--- src/rtl/button_event_pkg.sv ---
// Shared types for the button input-conditioning blocks: FSM state encoding,
// counter width and the event-pulse bundle.
package button_event_pkg;

  localparam int CNT_W = 24;

  typedef enum logic [1:0] {
    ST_IDLE    = 2'd0,
    ST_PRESSED = 2'd1,
    ST_REPEAT  = 2'd2
  } btn_state_e;

  typedef struct packed {
    logic press;
    logic rel;
    logic lng;
    logic rpt;
  } btn_evt_t;

  localparam btn_evt_t EVT_NONE = '{press: 1'b0, rel: 1'b0, lng: 1'b0, rpt: 1'b0};

  // Terminal count for a period of N cycles.
  function automatic logic [CNT_W-1:0] cnt_last(input logic [CNT_W-1:0] period);
    return period - {{(CNT_W-1){1'b0}}, 1'b1};
  endfunction

endpackage

--- src/rtl/button_event.sv ---
// Press / release / long-press / auto-repeat event generator. All outputs are registered and follow the sampling edge by one cycle.
// No backpressure: events are one-cycle pulses and are dropped if not observed.
module button_event
  import button_event_pkg::*;
#(
  parameter logic [CNT_W-1:0] LONG_CYCLES   = 24'd1000000,
  parameter logic [CNT_W-1:0] REPEAT_CYCLES = 24'd250000
) (
  input  logic       clk,
  input  logic       rst_n,
  input  logic       btn_level,
  input  logic       repeat_en,
  output logic       press_pulse,
  output logic       release_pulse,
  output logic       long_pulse,
  output logic       repeat_pulse,
  output logic       held,
  output logic       long_active,
  output logic [7:0] press_count
);

  btn_state_e       state_q, state_d;
  logic [CNT_W-1:0] cnt_q, cnt_d;
  btn_evt_t         evt_q, evt_d;
  logic [7:0]       count_q, count_d;
  logic             held_q, held_d;
  logic             long_act_q, long_act_d;

  logic long_hit;
  logic rpt_hit;

  assign long_hit = (cnt_q == cnt_last(LONG_CYCLES));
  assign rpt_hit  = (cnt_q == cnt_last(REPEAT_CYCLES));

  always_ff @(posedge clk) begin
    if (!rst_n) begin
      state_q    <= ST_IDLE;
      cnt_q      <= '0;
      evt_q      <= EVT_NONE;
      count_q    <= 8'd0;
      held_q     <= 1'b0;
      long_act_q <= 1'b0;
    end else begin
      state_q    <= state_d;
      cnt_q      <= cnt_d;
      evt_q      <= evt_d;
      count_q    <= count_d;
      held_q     <= held_d;
      long_act_q <= long_act_d;
    end
  end

  always_comb begin
    state_d = state_q;
    cnt_d   = cnt_q + {{(CNT_W-1){1'b0}}, 1'b1};
    unique case (state_q)
      ST_IDLE: begin
        cnt_d = '0;
        if (btn_level) state_d = ST_PRESSED;
      end
      ST_PRESSED: begin
        if (!btn_level) begin
          state_d = ST_IDLE;
          cnt_d   = '0;
        end else if (long_hit) begin
          state_d = ST_REPEAT;
          cnt_d   = '0;
        end
      end
      ST_REPEAT: begin
        if (!btn_level) begin
          state_d = ST_IDLE;
          cnt_d   = '0;
        end else if (rpt_hit) begin
          cnt_d = '0;
        end
      end
      default: begin
        state_d = ST_IDLE;
        cnt_d   = '0;
      end
    endcase
  end

  // Release is checked before thresholds so a simultaneous threshold is dropped.
  always_comb begin
    evt_d   = EVT_NONE;
    count_d = count_q;
    unique case (state_q)
      ST_IDLE: begin
        if (btn_level) begin
          evt_d.press = 1'b1;
          count_d     = count_q + 8'd1;
        end
      end
      ST_PRESSED: begin
        if (!btn_level)    evt_d.rel = 1'b1;
        else if (long_hit) evt_d.lng = 1'b1;
      end
      ST_REPEAT: begin
        if (!btn_level)   evt_d.rel = 1'b1;
        else if (rpt_hit) evt_d.rpt = repeat_en;
      end
      default: evt_d = EVT_NONE;
    endcase
    held_d     = (state_d != ST_IDLE);
    long_act_d = (state_d == ST_REPEAT);
  end

  assign press_pulse   = evt_q.press;
  assign release_pulse = evt_q.rel;
  assign long_pulse    = evt_q.lng;
  assign repeat_pulse  = evt_q.rpt;
  assign held          = held_q;
  assign long_active   = long_act_q;
  assign press_count   = count_q;

endmodule
--- config.mk ---
export PLATFORM = sky130hd
export DESIGN_NAME = button_event
export DESIGN_NICKNAME = d
export VERILOG_FILES = /design/src/rtl/button_event_pkg.sv /design/src/rtl/button_event.sv
export SDC_FILE = /design/constraint.sdc
export NUM_CORES = 1
export LEC_CHECK = 0
export ABC_CLOCK_PERIOD_IN_PS = 5600
export CAP_MARGIN = 10
export CORE_ASPECT_RATIO = 0.6
export CORE_MARGIN = 10
export CORE_UTILIZATION = 40
export DETAILED_ROUTE_END_ITERATION = 16
export GPL_TIMING_DRIVEN = 0
export SETUP_SLACK_MARGIN = 0.02
export SLEW_MARGIN = 20
export SYNTH_ARGS = -nofsm -noshare
export SYNTH_HDL_FRONTEND = slang
export SYNTH_SLANG_ARGS = --single-unit
--- constraint.sdc ---
create_clock -name clk -period 5.6 [get_ports clk]
set_input_delay 1.12 -clock clk [delete_from_list [all_inputs] [get_ports clk]]
set_output_delay 1.12 -clock clk [all_outputs]
set_load 0.1 [all_outputs]
# Yosys cells after proc, flatten, opt, wreduce, memory -nomap -nowiden
# Cells that the tools add are included.
[word_totals]
ff_bits = 40
in_bits = 4
output_inout_bits = 14
word_cells = 37
[op_classes]
n_addsub = 2
eq_ne = 5
n_mux = 13
reduce_logical = 8
[op_table]
columns = ["op", "n"]
rows = [
  ["two-way mux 24 bit", 4],
  ["case mux 24 bit (2 select lines)", 1],
  ["adder 24 x 1 -> 24 bit, second input constant", 1],
  ["equality test 24 x 18 -> 1 bit, second input constant", 1],
  ["equality test 24 x 20 -> 1 bit, second input constant", 1],
  ["adder 8 x 1 -> 8 bit, second input constant", 1],
  ["two-way mux 2 bit", 4],
  ["case mux 2 bit (3 select lines)", 1],
  ["AND reduction 2 bit", 3],
  ["equality test 2 bit, second input constant", 2],
  ["AND reduction 4 bit", 1],
  ["two-way mux 1 bit", 3],
  ["AND reduction 3 bit", 1],
  ["equality test 2 x 1 -> 1 bit, second input constant", 1],
  ["zero test 2 bit", 1],
  ["nonzero test 2 bit", 1],
  ["OR reduction 2 bit", 1],
]

# Logic depth before layout (Yosys ltp)
# Gate-level depths: netlist of the first run.
[logic_depth]
depth_word = 5
depth_mapped = 7

# Worst setup path after synthesis of the first run
# Ideal clock, no wire load.
[synth_path]
path_type = "input to register"
startpoint = "input port btn_level"
endpoint = "register count_q[4], in the netlist press_count[4]"
setup_time_ns = 0.115
t_arrival_ns = 2.254
path_slack_ns = 3.231
cell_stages = 6
n_path_buf = 2
path_cell_list = "clkbuf_1 > and2_1 > clkbuf_1 > nand4_1 > xnor2_1 > and2_1"
[synth_between]
elab_chain_cells = 1
[synth_lines]
columns = ["item", "line_no", "text"]
rows = [
  ["from (decl)", "button_event.sv:11", "input logic btn_level,"],
  ["AND reduction 2 bit (no source line)", "--", ""],
  ["to (signal assigned)", "button_event.sv:47", "count_q <= count_d;"],
  ["to (decl)", "button_event.sv:25", "logic [7:0] count_q, count_d;"],
]
# Every way passes these cells.
# A chain may end at the register's enable or synchronous reset.

# Worst setup path in the final report of the first run
[layout_path]
startpoint = "register count_q[2], in the netlist press_count[2]"
endpoint = "output port press_count[2]"
[layout_lines]
columns = ["item", "line_no", "text"]
rows = [
  ["to (decl)", "button_event.sv:19", "output logic [7:0] press_count"],
]
# No word-level cell between the ends.

==> metrics.txt, run 1 <==
# TYPE chip_impl_metric gauge
chip_impl_info{name="kind_of_end_point_of_the_critical_path",value="output port"} 1
chip_impl_metric{name="row_count",unit=""} 19
chip_impl_metric{name="crit_buf_inv",unit=""} 1
chip_impl_metric{name="total_number_of_h_tree_levels",unit=""} 2
chip_impl_metric{name="fp.dieH",unit="um"} 74.9
chip_impl_info{name="critical-path-top-delay-family",value="buffers and inverters"} 1
chip_impl_metric{name="fin_skew",unit="ns"} 0.00506
chip_impl_metric{name="source_to_sink_clock_delay_at_the_later_pin_of_the_worst_skew_pair",unit="ns"} 0.29
chip_impl_metric{name="grt.overflow.total",unit=""} 0
chip_impl_metric{name="timing.final.hold_violations",unit=""} 0
chip_impl_metric{name="clock_sink_count",unit=""} 40
chip_impl_metric{name="setup_total_negative_slack",unit="ns"} 0
chip_impl_info{name="setup.worst_path.class",value="reg -> out"} 1
chip_impl_metric{name="maxCapViolCount",unit=""} 0
chip_impl_metric{name="route.met3.wl",unit="um"} 301
chip_impl_metric{name="number_of_nets_with_antenna_violations_after_routing",unit=""} 0
chip_impl_metric{name="synthToLayoutAreaGrowth",unit="%"} 16.5
chip_impl_metric{name="grt_pass1_wl",unit="um"} 8090
chip_impl_metric{name="cts_resized",unit=""} 0
chip_impl_metric{name="path_max_fanout",unit=""} 5
chip_impl_metric{name="design.final.nets",unit=""} 249
chip_impl_metric{name="dp.final_hpwl",unit="um"} 3410
chip_impl_metric{name="vias_per_cell",unit=""} 5.43
chip_impl_metric{name="grt_max_degree",unit=""} 13
chip_impl_metric{name="postSynthRegisterBits",unit=""} 40
chip_impl_metric{name="synth.distinct_cells",unit=""} 44
chip_impl_metric{name="cellLeakagePower",unit="nW"} 0.719
chip_impl_info{name="hold_path.class",value="reg -> reg"} 1
chip_impl_metric{name="drive_above_1_share",unit="%"} 12.5
chip_impl_info{name="route.top_layer_used",value="met4"} 1
chip_impl_metric{name="clock_pin_transition_on_the_worst_setup_and_hold_timing_paths",unit="ns"} 0.08
chip_impl_metric{name="antenna_found_initial",unit=""} 0
chip_impl_metric{name="max-slew-margin-rel",unit="%"} 34.1
chip_impl_metric{name="drt-initial-drc-count",unit=""} 132
chip_impl_metric{name="met2_routed_length",unit="um"} 1670
chip_impl_info{name="synth_top_cell_by_area",value="sky130_fd_sc_hd__dfxtp_1"} 1
chip_impl_metric{name="fin_worst_hold_slack",unit="ns"} 0.492
chip_impl_metric{name="postSynthCellCount",unit=""} 216
chip_impl_metric{name="crit_path_max_incr_delay",unit="ns"} 1.17
chip_impl_metric{name="final_setup_violation_count",unit=""} 0
chip_impl_metric{name="io_pins",unit=""} 18
chip_impl_metric{name="detail_route.first_pass.iterations",unit=""} 4
chip_impl_info{name="grt_setup_unrepaired",value="no"} 1
chip_impl_info{name="synthTopCellsByArea",value="sky130_fd_sc_hd__dfxtp_1 40%, sky130_fd_sc_hd__xnor2_1 7.4%, sky130_fd_sc_hd__a22oi_2 3.7%"} 1
chip_impl_metric{name="fp.coreArea",unit="mm^2"} 0.00471
chip_impl_metric{name="post-cts-setup-buffers",unit=""} 0
chip_impl_metric{name="grt_pass1_vias",unit=""} 1549
chip_impl_metric{name="synth.cell_area",unit="mm^2"} 0.00201
chip_impl_metric{name="postRouteWirelength",unit="um"} 4640
chip_impl_info{name="synth_top_flop_cell",value="sky130_fd_sc_hd__dfxtp_1"} 1
chip_impl_metric{name="die_w",unit="um"} 111
chip_impl_info{name="cts-root-buf",value="sky130_fd_sc_hd__clkbuf_8"} 1
chip_impl_metric{name="synth_fp_nets",unit=""} 226
chip_impl_metric{name="detail_route.drc_violations",unit=""} 0
chip_impl_metric{name="cts_hold_buffers",unit=""} 0
chip_impl_metric{name="p_per_area",unit="mW/mm^2"} 236
chip_impl_metric{name="layout_min_cycle_time",unit="ns"} 3.00
chip_impl_metric{name="clock_buffer_count_from_cts",unit=""} 5
chip_impl_metric{name="syn_area_per_cell",unit="um^2"} 9.29
chip_impl_metric{name="number_of_buffers_on_the_longest_clock_path",unit=""} 2
chip_impl_info{name="timing.critical_path.cells",value="clkdlybuf4s50_1"} 1
chip_impl_metric{name="buffers_added_on_ports",unit=""} 16
chip_impl_metric{name="slew_worst_pin",unit="ns"} 0.985
chip_impl_info{name="worstSetupStartpointType",value="flip-flop"} 1
chip_impl_metric{name="wl_per_cell",unit="um"} 15.3
chip_impl_metric{name="globalRouteTotalUtil",unit="%"} 11.7
chip_impl_metric{name="number_of_max_slew_violations_in_the_final_report",unit=""} 0
chip_impl_metric{name="route.layer.met1.wl",unit="um"} 2650
chip_impl_metric{name="place_area",unit="mm^2"} 0.00224
chip_impl_metric{name="antenna_cells_inserted",unit=""} 0
chip_impl_metric{name="vdd.ir_drop.worst",unit="uV"} 121
chip_impl_metric{name="final_design_area_no_fill",unit="mm^2"} 0.00234
chip_impl_metric{name="final_core_util",unit="%"} 49.7
chip_impl_metric{name="initial_cell_density_of_the_core",unit="%"} 42.6
chip_impl_metric{name="arrival",unit="ns"} 1.88
chip_impl_metric{name="synth_enable_flop_cells",unit=""} 0
chip_impl_metric{name="synth_sequential_area_ratio",unit="%"} 39.9
chip_impl_info{name="status",value="complete, no violations"} 1
chip_impl_metric{name="largest_reg_flops",unit=""} 24
chip_impl_metric{name="yosys.area.top_type_share",unit="%"} 39.9
chip_impl_metric{name="place_congestion",unit=""} 0.833
chip_impl_metric{name="ys.warnings.count",unit=""} 0
chip_impl_metric{name="timing.critical_path.required",unit="ns"} 4.48
chip_impl_metric{name="clock.fmax",unit="GHz"} 0.334
chip_impl_metric{name="vias",unit=""} 1644
chip_impl_metric{name="min_period_over_period",unit="%"} 53.5
chip_impl_info{name="critical_path.slowest_cell",value="sky130_fd_sc_hd__clkdlybuf4s50_1"} 1
chip_impl_info{name="tritoncts_clock_tree",value="done"} 1
chip_impl_metric{name="die_area",unit="mm^2"} 0.00834
chip_impl_info{name="regMostFlops",value="cnt_q"} 1
chip_impl_metric{name="postSynth.asyncResetShare",unit="%"} 0
cell usage in the layout (no fill, tap or decap), types with 7 or more instances in the layout:
| master | Yosys | layout |
|---|---|---|
| sky130_fd_sc_hd__dfxtp_1 | 40 | 40 |
| sky130_fd_sc_hd__clkdlybuf4s50_1 | 0 | 16 |
| sky130_fd_sc_hd__nand3_1 | 9 | 9 |
| sky130_fd_sc_hd__inv_1 | 8 | 8 |
| sky130_fd_sc_hd__a21oi_1 | 14 | 14 |
| sky130_fd_sc_hd__xnor2_1 | 17 | 17 |
| sky130_fd_sc_hd__nand4_1 | 8 | 8 |
| sky130_fd_sc_hd__nor4_1 | 7 | 7 |
| sky130_fd_sc_hd__nor2_1 | 8 | 8 |
| sky130_fd_sc_hd__nand2_1 | 15 | 15 |
| sky130_fd_sc_hd__o31ai_1 | 7 | 7 |
| sky130_fd_sc_hd__and2_1 | 8 | 8 |
| sky130_fd_sc_hd__nor3_1 | 7 | 7 |
Yosys cell counts, types with 3 or more instances:
library cell / number
sky130_fd_sc_hd__dfxtp_1: 40
sky130_fd_sc_hd__xnor2_1: 17
sky130_fd_sc_hd__nand2_1: 15
sky130_fd_sc_hd__a21oi_1: 14
sky130_fd_sc_hd__nand3_1: 9
sky130_fd_sc_hd__and2_1: 8
sky130_fd_sc_hd__inv_1: 8
sky130_fd_sc_hd__nand4_1: 8
sky130_fd_sc_hd__nor2_1: 8
sky130_fd_sc_hd__nor3_1: 7
sky130_fd_sc_hd__nor4_1: 7
sky130_fd_sc_hd__o31ai_1: 7
sky130_fd_sc_hd__a22oi_2: 6
sky130_fd_sc_hd__clkbuf_1: 6
sky130_fd_sc_hd__ha_1: 6
sky130_fd_sc_hd__or4_4: 6
sky130_fd_sc_hd__and3_1: 4
sky130_fd_sc_hd__and4_1: 3
sky130_fd_sc_hd__buf_2: 3
final timing paths:
path / from / to / slack, ns / depth (start not counted)
setup / recovery: press_count[2]$_SDFFE_PN0P_ / press_count[2] / 2.60 / 1
hold / removal: cnt_q[0]$_SDFF_PN0_ / cnt_q[0]$_SDFF_PN0_ / 0.49 / 1
setup reg to reg: cnt_q[0]$_SDFF_PN0_ / cnt_q[15]$_SDFF_PN0_ / 3.25 / 7
hold reg to reg: cnt_q[0]$_SDFF_PN0_ / cnt_q[0]$_SDFF_PN0_ / 0.49 / 1
power by group:
| part | switching [W] | internal, W | total [W] |
|---|---|---|---|
| clock network | 0.000102 | 0.0000984 | 0.000201 |
| logic | 0.0000412 | 0.0000167 | 0.0000579 |
| registers | 0.00000375 | 0.000289 | 0.000292 |
per-stage QoR:
stage	power [W]	cells	setup slack [ns]
after detailed placement	0.000357	295	2.88
after CTS	0.000557	303	2.59
after global routing	0.000572	303	2.53
after floorplan	0.000343	216	3.23
final	0.000551	303	2.60
after global placement	0.000357	295	2.87
logic make-up (layout without fill, tap and decap cells):
kind of cell,count (synthesis),in the layout,synth area share (%)
AND/OR/NAND/NOR,88,88,26.9
AO/OA/AOI/OAI,42,42,16.0
flip-flops,40,40,39.9
buffers and inverters,20,44,4.68
XOR/XNOR,19,19,8.30
adder cells (fa/ha/maj),6,6,3.74
multiplexers,1,1,0.499
area by class of cell:
cell class / count / area (um^2)
buffer: 12 / 63.8
clock buffer: 6 / 82.6
clock inverter: 2 / 10.0
fill: 469 / 2370
inverter: 8 / 30.0
multi-input combinational: 156 / 1110
sequential: 40 / 801
tap: 63 / 78.8
timing repair buffer: 16 / 160
routing by layer:
layer  track usage [%]  vias up
met5                 0        -
met3              3.73        2
met2              15.3       33
met4              2.55        0
li1                  -      844
met1              17.7      765
Power figures use the tool's default switching activity.
==> inputs of run 2 (changes only) <==
--- a/config.mk
+++ b/config.mk
@@ -5,7 +5,7 @@
 export SDC_FILE = /design/constraint.sdc
 export NUM_CORES = 1
 export LEC_CHECK = 0
-export ABC_CLOCK_PERIOD_IN_PS = 5600
+export ABC_CLOCK_PERIOD_IN_PS = 2400
 export CAP_MARGIN = 10
 export CORE_ASPECT_RATIO = 0.6
 export CORE_MARGIN = 10
==> constraint.sdc (replaced) <==
create_clock -name clk -period 2.4 [get_ports clk]
set_input_delay 0.48 -clock clk [delete_from_list [all_inputs] [get_ports clk]]
set_output_delay 0.48 -clock clk [all_outputs]
set_load 0.1 [all_outputs]
==> metrics.txt, run 2 (synthesized netlist as in run 1, its figures left out) <==
# TYPE chip_impl_metric gauge
chip_impl_metric{name="initial_cell_density_of_the_core",unit="%"} 42.6
chip_impl_metric{name="globalRouteTotalUtil",unit="%"} 11.7
chip_impl_metric{name="grt_pass1_vias",unit=""} 1549
chip_impl_metric{name="design.final.nets",unit=""} 249
chip_impl_metric{name="timing.critical_path.required",unit="ns"} 1.92
chip_impl_metric{name="number_of_nets_with_antenna_violations_after_routing",unit=""} 0
chip_impl_metric{name="clock_buffer_count_from_cts",unit=""} 5
chip_impl_info{name="grt_setup_unrepaired",value="no"} 1
chip_impl_info{name="final_common_cell",value="sky130_fd_sc_hd__dfxtp_1"} 1
chip_impl_metric{name="vias",unit=""} 1668
chip_impl_info{name="timing.rr.end",value="cnt_q[15]$_SDFF_PN0_"} 1
chip_impl_metric{name="clock_pin_transition_on_the_worst_setup_and_hold_timing_paths",unit="ns"} 0.08
chip_impl_metric{name="clock_sink_count",unit=""} 40
chip_impl_info{name="worstHoldEndpoint",value="cnt_q[0]$_SDFF_PN0_"} 1
chip_impl_metric{name="place_congestion",unit=""} 0.833
chip_impl_info{name="regMostFlops",value="cnt_q"} 1
chip_impl_metric{name="fin_skew",unit="ns"} 0.00772
chip_impl_metric{name="clock.fmax",unit="GHz"} 0.431
chip_impl_metric{name="source_to_sink_clock_delay_at_the_later_pin_of_the_worst_skew_pair",unit="ns"} 0.29
chip_impl_metric{name="post-cts-setup-buffers",unit=""} 0
chip_impl_metric{name="detail_route.drc_violations",unit=""} 0
chip_impl_metric{name="path_max_fanout",unit=""} 4
chip_impl_metric{name="vdd.ir_drop.worst",unit="uV"} 283
chip_impl_metric{name="vias_per_cell",unit=""} 5.50
chip_impl_metric{name="grt.overflow.total",unit=""} 0
chip_impl_metric{name="synthToLayoutAreaGrowth",unit="%"} 17.1
chip_impl_metric{name="crit_buf_inv",unit=""} 1
chip_impl_metric{name="number_of_max_slew_violations_in_the_final_report",unit=""} 0
chip_impl_info{name="most_frequent_cells_in_the_layout",value="40 x sky130_fd_sc_hd__dfxtp_1, 17 x sky130_fd_sc_hd__xnor2_1, 15 x sky130_fd_sc_hd__nand2_1, 14 x sky130_fd_sc_hd__a21oi_1, 13 x sky130_fd_sc_hd__clkdlybuf4s50_1"} 1
chip_impl_metric{name="min_period_over_period",unit="%"} 96.7
chip_impl_metric{name="die_area",unit="mm^2"} 0.00834
chip_impl_metric{name="max-slew-margin-rel",unit="%"} 34.0
chip_impl_info{name="rr_startpoint",value="cnt_q[0]$_SDFF_PN0_"} 1
chip_impl_metric{name="final_setup_violation_count",unit=""} 0
chip_impl_metric{name="grt_pass1_wl",unit="um"} 8090
chip_impl_metric{name="die_w",unit="um"} 111
chip_impl_metric{name="io_pins",unit=""} 18
chip_impl_metric{name="grt_max_degree",unit=""} 13
chip_impl_metric{name="antenna_cells_inserted",unit=""} 0
chip_impl_metric{name="crit_path_max_incr_delay",unit="ns"} 1.16
chip_impl_metric{name="cts_hold_buffers",unit=""} 0
chip_impl_info{name="hold_path.class",value="reg -> reg"} 1
chip_impl_metric{name="drive_above_1_share",unit="%"} 12.9
chip_impl_metric{name="wl_per_cell",unit="um"} 15.4
chip_impl_info{name="critical-path-top-delay-family",value="buffers and inverters"} 1
chip_impl_metric{name="maxCapViolCount",unit=""} 0
chip_impl_metric{name="largest_reg_flops",unit=""} 24
chip_impl_metric{name="arrival",unit="ns"} 1.84
chip_impl_metric{name="min_delay_path_depth",unit=""} 1
chip_impl_info{name="kind_of_end_point_of_the_critical_path",value="output port"} 1
chip_impl_info{name="timing.critical_path.cells",value="clkdlybuf4s50_1"} 1
chip_impl_metric{name="drt-initial-drc-count",unit=""} 131
chip_impl_metric{name="cts_resized",unit=""} 0
chip_impl_metric{name="setup_slack_reg_to_reg",unit="ns"} 0.23
chip_impl_metric{name="timing.final.hold_violations",unit=""} 0
chip_impl_info{name="worstSetupStartpointType",value="flip-flop"} 1
chip_impl_metric{name="setup_total_negative_slack",unit="ns"} 0
chip_impl_metric{name="layout_min_cycle_time",unit="ns"} 2.32
chip_impl_metric{name="dp.final_hpwl",unit="um"} 3410
chip_impl_metric{name="postRouteWirelength",unit="um"} 4670
chip_impl_metric{name="p_per_area",unit="mW/mm^2"} 548
chip_impl_info{name="status",value="complete, no violations"} 1
chip_impl_metric{name="detail_route.first_pass.iterations",unit=""} 4
chip_impl_info{name="tritoncts_clock_tree",value="done"} 1
chip_impl_metric{name="final_design_area_no_fill",unit="mm^2"} 0.00235
chip_impl_metric{name="fp.dieH",unit="um"} 74.9
chip_impl_info{name="setup.worst_path.class",value="reg -> out"} 1
chip_impl_metric{name="row_count",unit=""} 19
chip_impl_metric{name="slew_worst_pin",unit="ns"} 0.989
chip_impl_metric{name="cellLeakagePower",unit="nW"} 0.774
chip_impl_metric{name="total_number_of_h_tree_levels",unit=""} 2
chip_impl_metric{name="number_of_buffers_on_the_longest_clock_path",unit=""} 2
chip_impl_metric{name="place_area",unit="mm^2"} 0.00224
chip_impl_metric{name="buffers_added_on_ports",unit=""} 16
chip_impl_info{name="hold_path_startpoint",value="cnt_q[0]$_SDFF_PN0_"} 1
chip_impl_metric{name="ff2ff_path_depth",unit=""} 7
chip_impl_metric{name="fp.coreArea",unit="mm^2"} 0.00471
chip_impl_info{name="critical_path.slowest_cell",value="sky130_fd_sc_hd__clkdlybuf4s50_1"} 1
chip_impl_metric{name="antenna_found_initial",unit=""} 0
chip_impl_info{name="cts-root-buf",value="sky130_fd_sc_hd__clkbuf_8"} 1
==> run 2: cell count changes in the layout (fill, tap and decap cells not counted) <==
cell	previous run	this run
sky130_fd_sc_hd__clkdlybuf4s50_1	16	13
sky130_fd_sc_hd__a311o_2	0	1
sky130_fd_sc_hd__a311o_1	2	1
sky130_fd_sc_hd__buf_2	3	2
sky130_fd_sc_hd__clkbuf_4	0	1
sky130_fd_sc_hd__dlymetal6s2s_1	0	3
==> run 2: layout make-up <==
cell class,count,area (um^2)
clock buffers,6,82.6
flip-flops and latches,40,801
plain buffers,12,66.3
inverters,8,30.0
fillers,469,2360
well taps,63,78.8
repair buffers,16,168
clock inverters,2,10.0
multi-input cells,156,1110
==> run 2: through the flow <==
step	util [%]	hold WS, ns	setup slack (ns)	total power [W]	cells
3_5_place_dp	47.7	0.476	0.108	0.000833	295
6_report	49.9	0.493	0.0781	0.00129	303
4_1_cts	49.7	0.492	0.0261	0.00130	303
2_1_floorplan	-	0.452	0.526	0.000801	216
5_1_grt	49.9	0.540	0.0447	0.00133	303
3_3_place_gp	47.7	0.468	0.0667	0.000832	295
==> run 2: per-layer routing <==
metal	GRT usage (%)	wire (um)	vias to the layer above
li1	-	-	843
met1	17.7	2640	779
met2	15.3	1690	44
met3	3.73	330	2
met4	2.55	19	0
met5	0	0	-
==> run 2: power breakdown <==
part           total, W  leakage [nW]  internal, W  switching, W
logic          0.000135         0.400    0.0000387     0.0000966
clock network  0.000470        0.0510     0.000230      0.000241
registers      0.000682         0.323     0.000674    0.00000856
==> run 2: how the worst max path moves through the flow <==
| stage | from | end | slack, ns | cells after the start |
|---|---|---|---|---|
| after floorplan | press_count[0]$_SDFFE_PN0P_ | press_count[5]$_SDFFE_PN0P_ | 0.53 | 4 |
| after global placement | cnt_q[0]$_SDFF_PN0_ | cnt_q[15]$_SDFF_PN0_ | 0.07 | 7 |
| after detailed placement | cnt_q[0]$_SDFF_PN0_ | cnt_q[15]$_SDFF_PN0_ | 0.11 | 7 |
| after CTS | press_count[2]$_SDFFE_PN0P_ | press_count[2] | 0.03 | 1 |
| after global routing | press_count[4]$_SDFFE_PN0P_ | press_count[4] | 0.04 | 1 |
| final | press_count[4]$_SDFFE_PN0P_ | press_count[4] | 0.08 | 1 |
==> inputs of run 3 (changes only) <==
--- a/config.mk
+++ b/config.mk
@@ -11,9 +11,8 @@
 export CORE_MARGIN = 10
 export CORE_UTILIZATION = 40
 export DETAILED_ROUTE_END_ITERATION = 16
-export GPL_TIMING_DRIVEN = 0
 export SETUP_SLACK_MARGIN = 0.02
-export SLEW_MARGIN = 20
+export SLEW_MARGIN = 10
 export SYNTH_ARGS = -nofsm -noshare
 export SYNTH_HDL_FRONTEND = slang
 export SYNTH_SLANG_ARGS = --single-unit
==> metrics.txt, run 3 (synthesized netlist as in run 1, its figures left out) <==
# TYPE chip_impl_metric gauge
chip_impl_info{name="status",value="complete, no violations"} 1
chip_impl_metric{name="place_congestion",unit=""} 0.802
chip_impl_metric{name="final_core_util",unit="%"} 49.5
chip_impl_metric{name="placed_cells_incl_taps",unit=""} 291
chip_impl_metric{name="synthToLayoutAreaGrowth",unit="%"} 16.3
chip_impl_info{name="setup.worst_path.class",value="reg -> reg"} 1
chip_impl_metric{name="grt_pass1_wl",unit="um"} 7690
chip_impl_metric{name="number_of_buffers_on_the_longest_clock_path",unit=""} 2
chip_impl_metric{name="antenna_found_initial",unit=""} 0
chip_impl_metric{name="grt_pass1_vias",unit=""} 1502
chip_impl_metric{name="initial_cell_density_of_the_core",unit="%"} 42.6
chip_impl_metric{name="antenna_cells_inserted",unit=""} 0
chip_impl_metric{name="fin_skew",unit="ns"} 0.00811
chip_impl_metric{name="largest_reg_flops",unit=""} 24
chip_impl_metric{name="drive_above_1_share",unit="%"} 19.1
chip_impl_metric{name="p_per_area",unit="mW/mm^2"} 588
chip_impl_metric{name="fp.coreArea",unit="mm^2"} 0.00471
chip_impl_metric{name="cts_hold_buffers",unit=""} 0
chip_impl_metric{name="drt-initial-drc-count",unit=""} 97
chip_impl_metric{name="crit_buf_inv",unit=""} 1
chip_impl_info{name="worstSetupStartpointType",value="flip-flop"} 1
chip_impl_metric{name="total_number_of_h_tree_levels",unit=""} 2
chip_impl_metric{name="design.final.nets",unit=""} 245
chip_impl_metric{name="crit_path_max_incr_delay",unit="ns"} 0.40
chip_impl_metric{name="vdd.ir_drop.worst",unit="uV"} 479
chip_impl_metric{name="detail_route.drc_violations",unit=""} 0
chip_impl_metric{name="source_to_sink_clock_delay_at_the_later_pin_of_the_worst_skew_pair",unit="ns"} 0.30
chip_impl_metric{name="die_w",unit="um"} 111
chip_impl_metric{name="fp.dieH",unit="um"} 74.9
chip_impl_info{name="cts-root-buf",value="sky130_fd_sc_hd__clkbuf_8"} 1
chip_impl_metric{name="detail_route.first_pass.iterations",unit=""} 4
chip_impl_metric{name="buffers_added_on_ports",unit=""} 17
chip_impl_metric{name="timing.final.hold_violations",unit=""} 0
chip_impl_metric{name="number_of_max_slew_violations_in_the_final_report",unit=""} 0
chip_impl_metric{name="clock_buffer_count_from_cts",unit=""} 5
chip_impl_info{name="kind_of_end_point_of_the_critical_path",value="flip-flop"} 1
chip_impl_metric{name="wl_per_cell",unit="um"} 14.7
chip_impl_metric{name="vias_per_cell",unit=""} 5.41
chip_impl_metric{name="grt_max_degree",unit=""} 21
chip_impl_metric{name="cts_resized",unit=""} 0
chip_impl_metric{name="final_setup_violation_count",unit=""} 0
chip_impl_metric{name="number_of_nets_with_antenna_violations_after_routing",unit=""} 0
chip_impl_metric{name="maxCapViolCount",unit=""} 0
chip_impl_metric{name="layout_min_cycle_time",unit="ns"} 2.08
chip_impl_metric{name="max-slew-margin-rel",unit="%"} 68.7
chip_impl_metric{name="vias",unit=""} 1617
chip_impl_metric{name="arrival",unit="ns"} 2.26
chip_impl_info{name="critical-path-top-delay-family",value="simple AND/OR/NAND/NOR gates"} 1
chip_impl_metric{name="io_pins",unit=""} 18
chip_impl_info{name="tritoncts_clock_tree",value="done"} 1
chip_impl_info{name="grt_setup_unrepaired",value="no"} 1
chip_impl_metric{name="slew_worst_pin",unit="ns"} 0.465
chip_impl_info{name="critical_path.slowest_cell",value="sky130_fd_sc_hd__dfxtp_1"} 1
chip_impl_info{name="timing.critical_path.cells",value="ha_1 -> and3_1 -> and4_1 -> a311o_1 -> buf_4 -> a22oi_2"} 1
chip_impl_metric{name="clock_sink_count",unit=""} 40
chip_impl_metric{name="min_period_over_period",unit="%"} 86.9
chip_impl_info{name="hold_path.class",value="reg -> reg"} 1
chip_impl_metric{name="grt.overflow.total",unit=""} 0
chip_impl_metric{name="setup_total_negative_slack",unit="ns"} 0
chip_impl_info{name="most_frequent_cells_in_the_layout",value="40 x sky130_fd_sc_hd__dfxtp_1, 20 x sky130_fd_sc_hd__buf_4, 17 x sky130_fd_sc_hd__xnor2_1, 15 x sky130_fd_sc_hd__nand2_1, 14 x sky130_fd_sc_hd__a21oi_1"} 1
chip_impl_metric{name="globalRouteTotalUtil",unit="%"} 11.2
chip_impl_metric{name="path_max_fanout",unit=""} 13
chip_impl_metric{name="clock_pin_transition_on_the_worst_setup_and_hold_timing_paths",unit="ns"} 0.08
chip_impl_metric{name="post-cts-setup-buffers",unit=""} 0
chip_impl_metric{name="fin_worst_hold_slack",unit="ns"} 0.496
chip_impl_metric{name="dp.final_hpwl",unit="um"} 3250
chip_impl_metric{name="power",unit="W"} 0.00137
chip_impl_metric{name="clock.fmax",unit="GHz"} 0.480
chip_impl_info{name="regMostFlops",value="cnt_q"} 1
chip_impl_metric{name="postRouteWirelength",unit="um"} 4410
chip_impl_metric{name="row_count",unit=""} 19
chip_impl_metric{name="timing.critical_path.required",unit="ns"} 2.58
chip_impl_metric{name="die_area",unit="mm^2"} 0.00834
chip_impl_info{name="final_common_cell",value="sky130_fd_sc_hd__dfxtp_1"} 1
chip_impl_metric{name="cellLeakagePower",unit="nW"} 0.764
chip_impl_metric{name="layoutNonFillerInstCount",unit=""} 299
## run 3: cell types whose count changed in the layout (fill, tap and decap cells not counted), sizes merged, moves of 3 or more
cell / before / now
buf: 5 / 21
clkdlybuf4s50: 13 / 3
clkbuf: 13 / 5
dlymetal6s2s: 3 / 0
## run 3: path summary, 6_finish.rpt
path | start | end | slack (ns) | cells after the start
setup reg to reg | cnt_q[0]$_SDFF_PN0_ | cnt_q[20]$_SDFF_PN0_ | 0.32 | 6
setup / recovery | cnt_q[0]$_SDFF_PN0_ | cnt_q[20]$_SDFF_PN0_ | 0.32 | 6
hold / removal | cnt_q[0]$_SDFF_PN0_ | cnt_q[0]$_SDFF_PN0_ | 0.50 | 1
hold reg to reg | cnt_q[0]$_SDFF_PN0_ | cnt_q[0]$_SDFF_PN0_ | 0.50 | 1
## run 3: layout make-up
type                            count  area [um^2]
Fill cell                         460         2370
Multi-Input combinational cell    156         1110
Sequential cell                    40          801
Timing Repair Buffer               24          200
Tap cell                           63         78.8
Clock buffer                        5         68.8
Clock inverter                      3         42.5
Inverter                            8         30.0
## run 3: routing by layer
metal | wire (um) | up-vias | track usage (%)
met3 | 254 | 2 | 3.97
met2 | 1590 | 25 | 13.9
met4 | 28 | 0 | 2.98
li1 | - | 834 | -
met1 | 2530 | 756 | 17.1
met5 | 0 | - | 0
## run 3: metrics by stage
| stage | area (um^2) | setup slack, ns |
|---|---|---|
| 2_1_floorplan | 2010 | 0.526 |
| 3_3_place_gp | 2220 | 0.268 |
| 3_5_place_dp | 2220 | 0.237 |
| 4_1_cts | 2330 | 0.326 |
| 5_1_grt | 2330 | 0.178 |
| 6_report | 2330 | 0.316 |
## run 3: report_power, final
group	total, W	internal [W]	leakage [nW]	switching [W]
sequential	0.000682	0.000674	0.323	0.00000852
combinational	0.000133	0.0000373	0.387	0.0000954
clock	0.000556	0.000308	0.0541	0.000248
## run 3: worst register-to-register path: stages (launching register included)
cell                      delay, ns
sky130_fd_sc_hd__dfxtp_1       0.40
sky130_fd_sc_hd__ha_1          0.25
sky130_fd_sc_hd__and3_1        0.28
sky130_fd_sc_hd__and4_1        0.34
sky130_fd_sc_hd__a311o_1       0.35
sky130_fd_sc_hd__buf_4         0.26
sky130_fd_sc_hd__a22oi_2       0.10
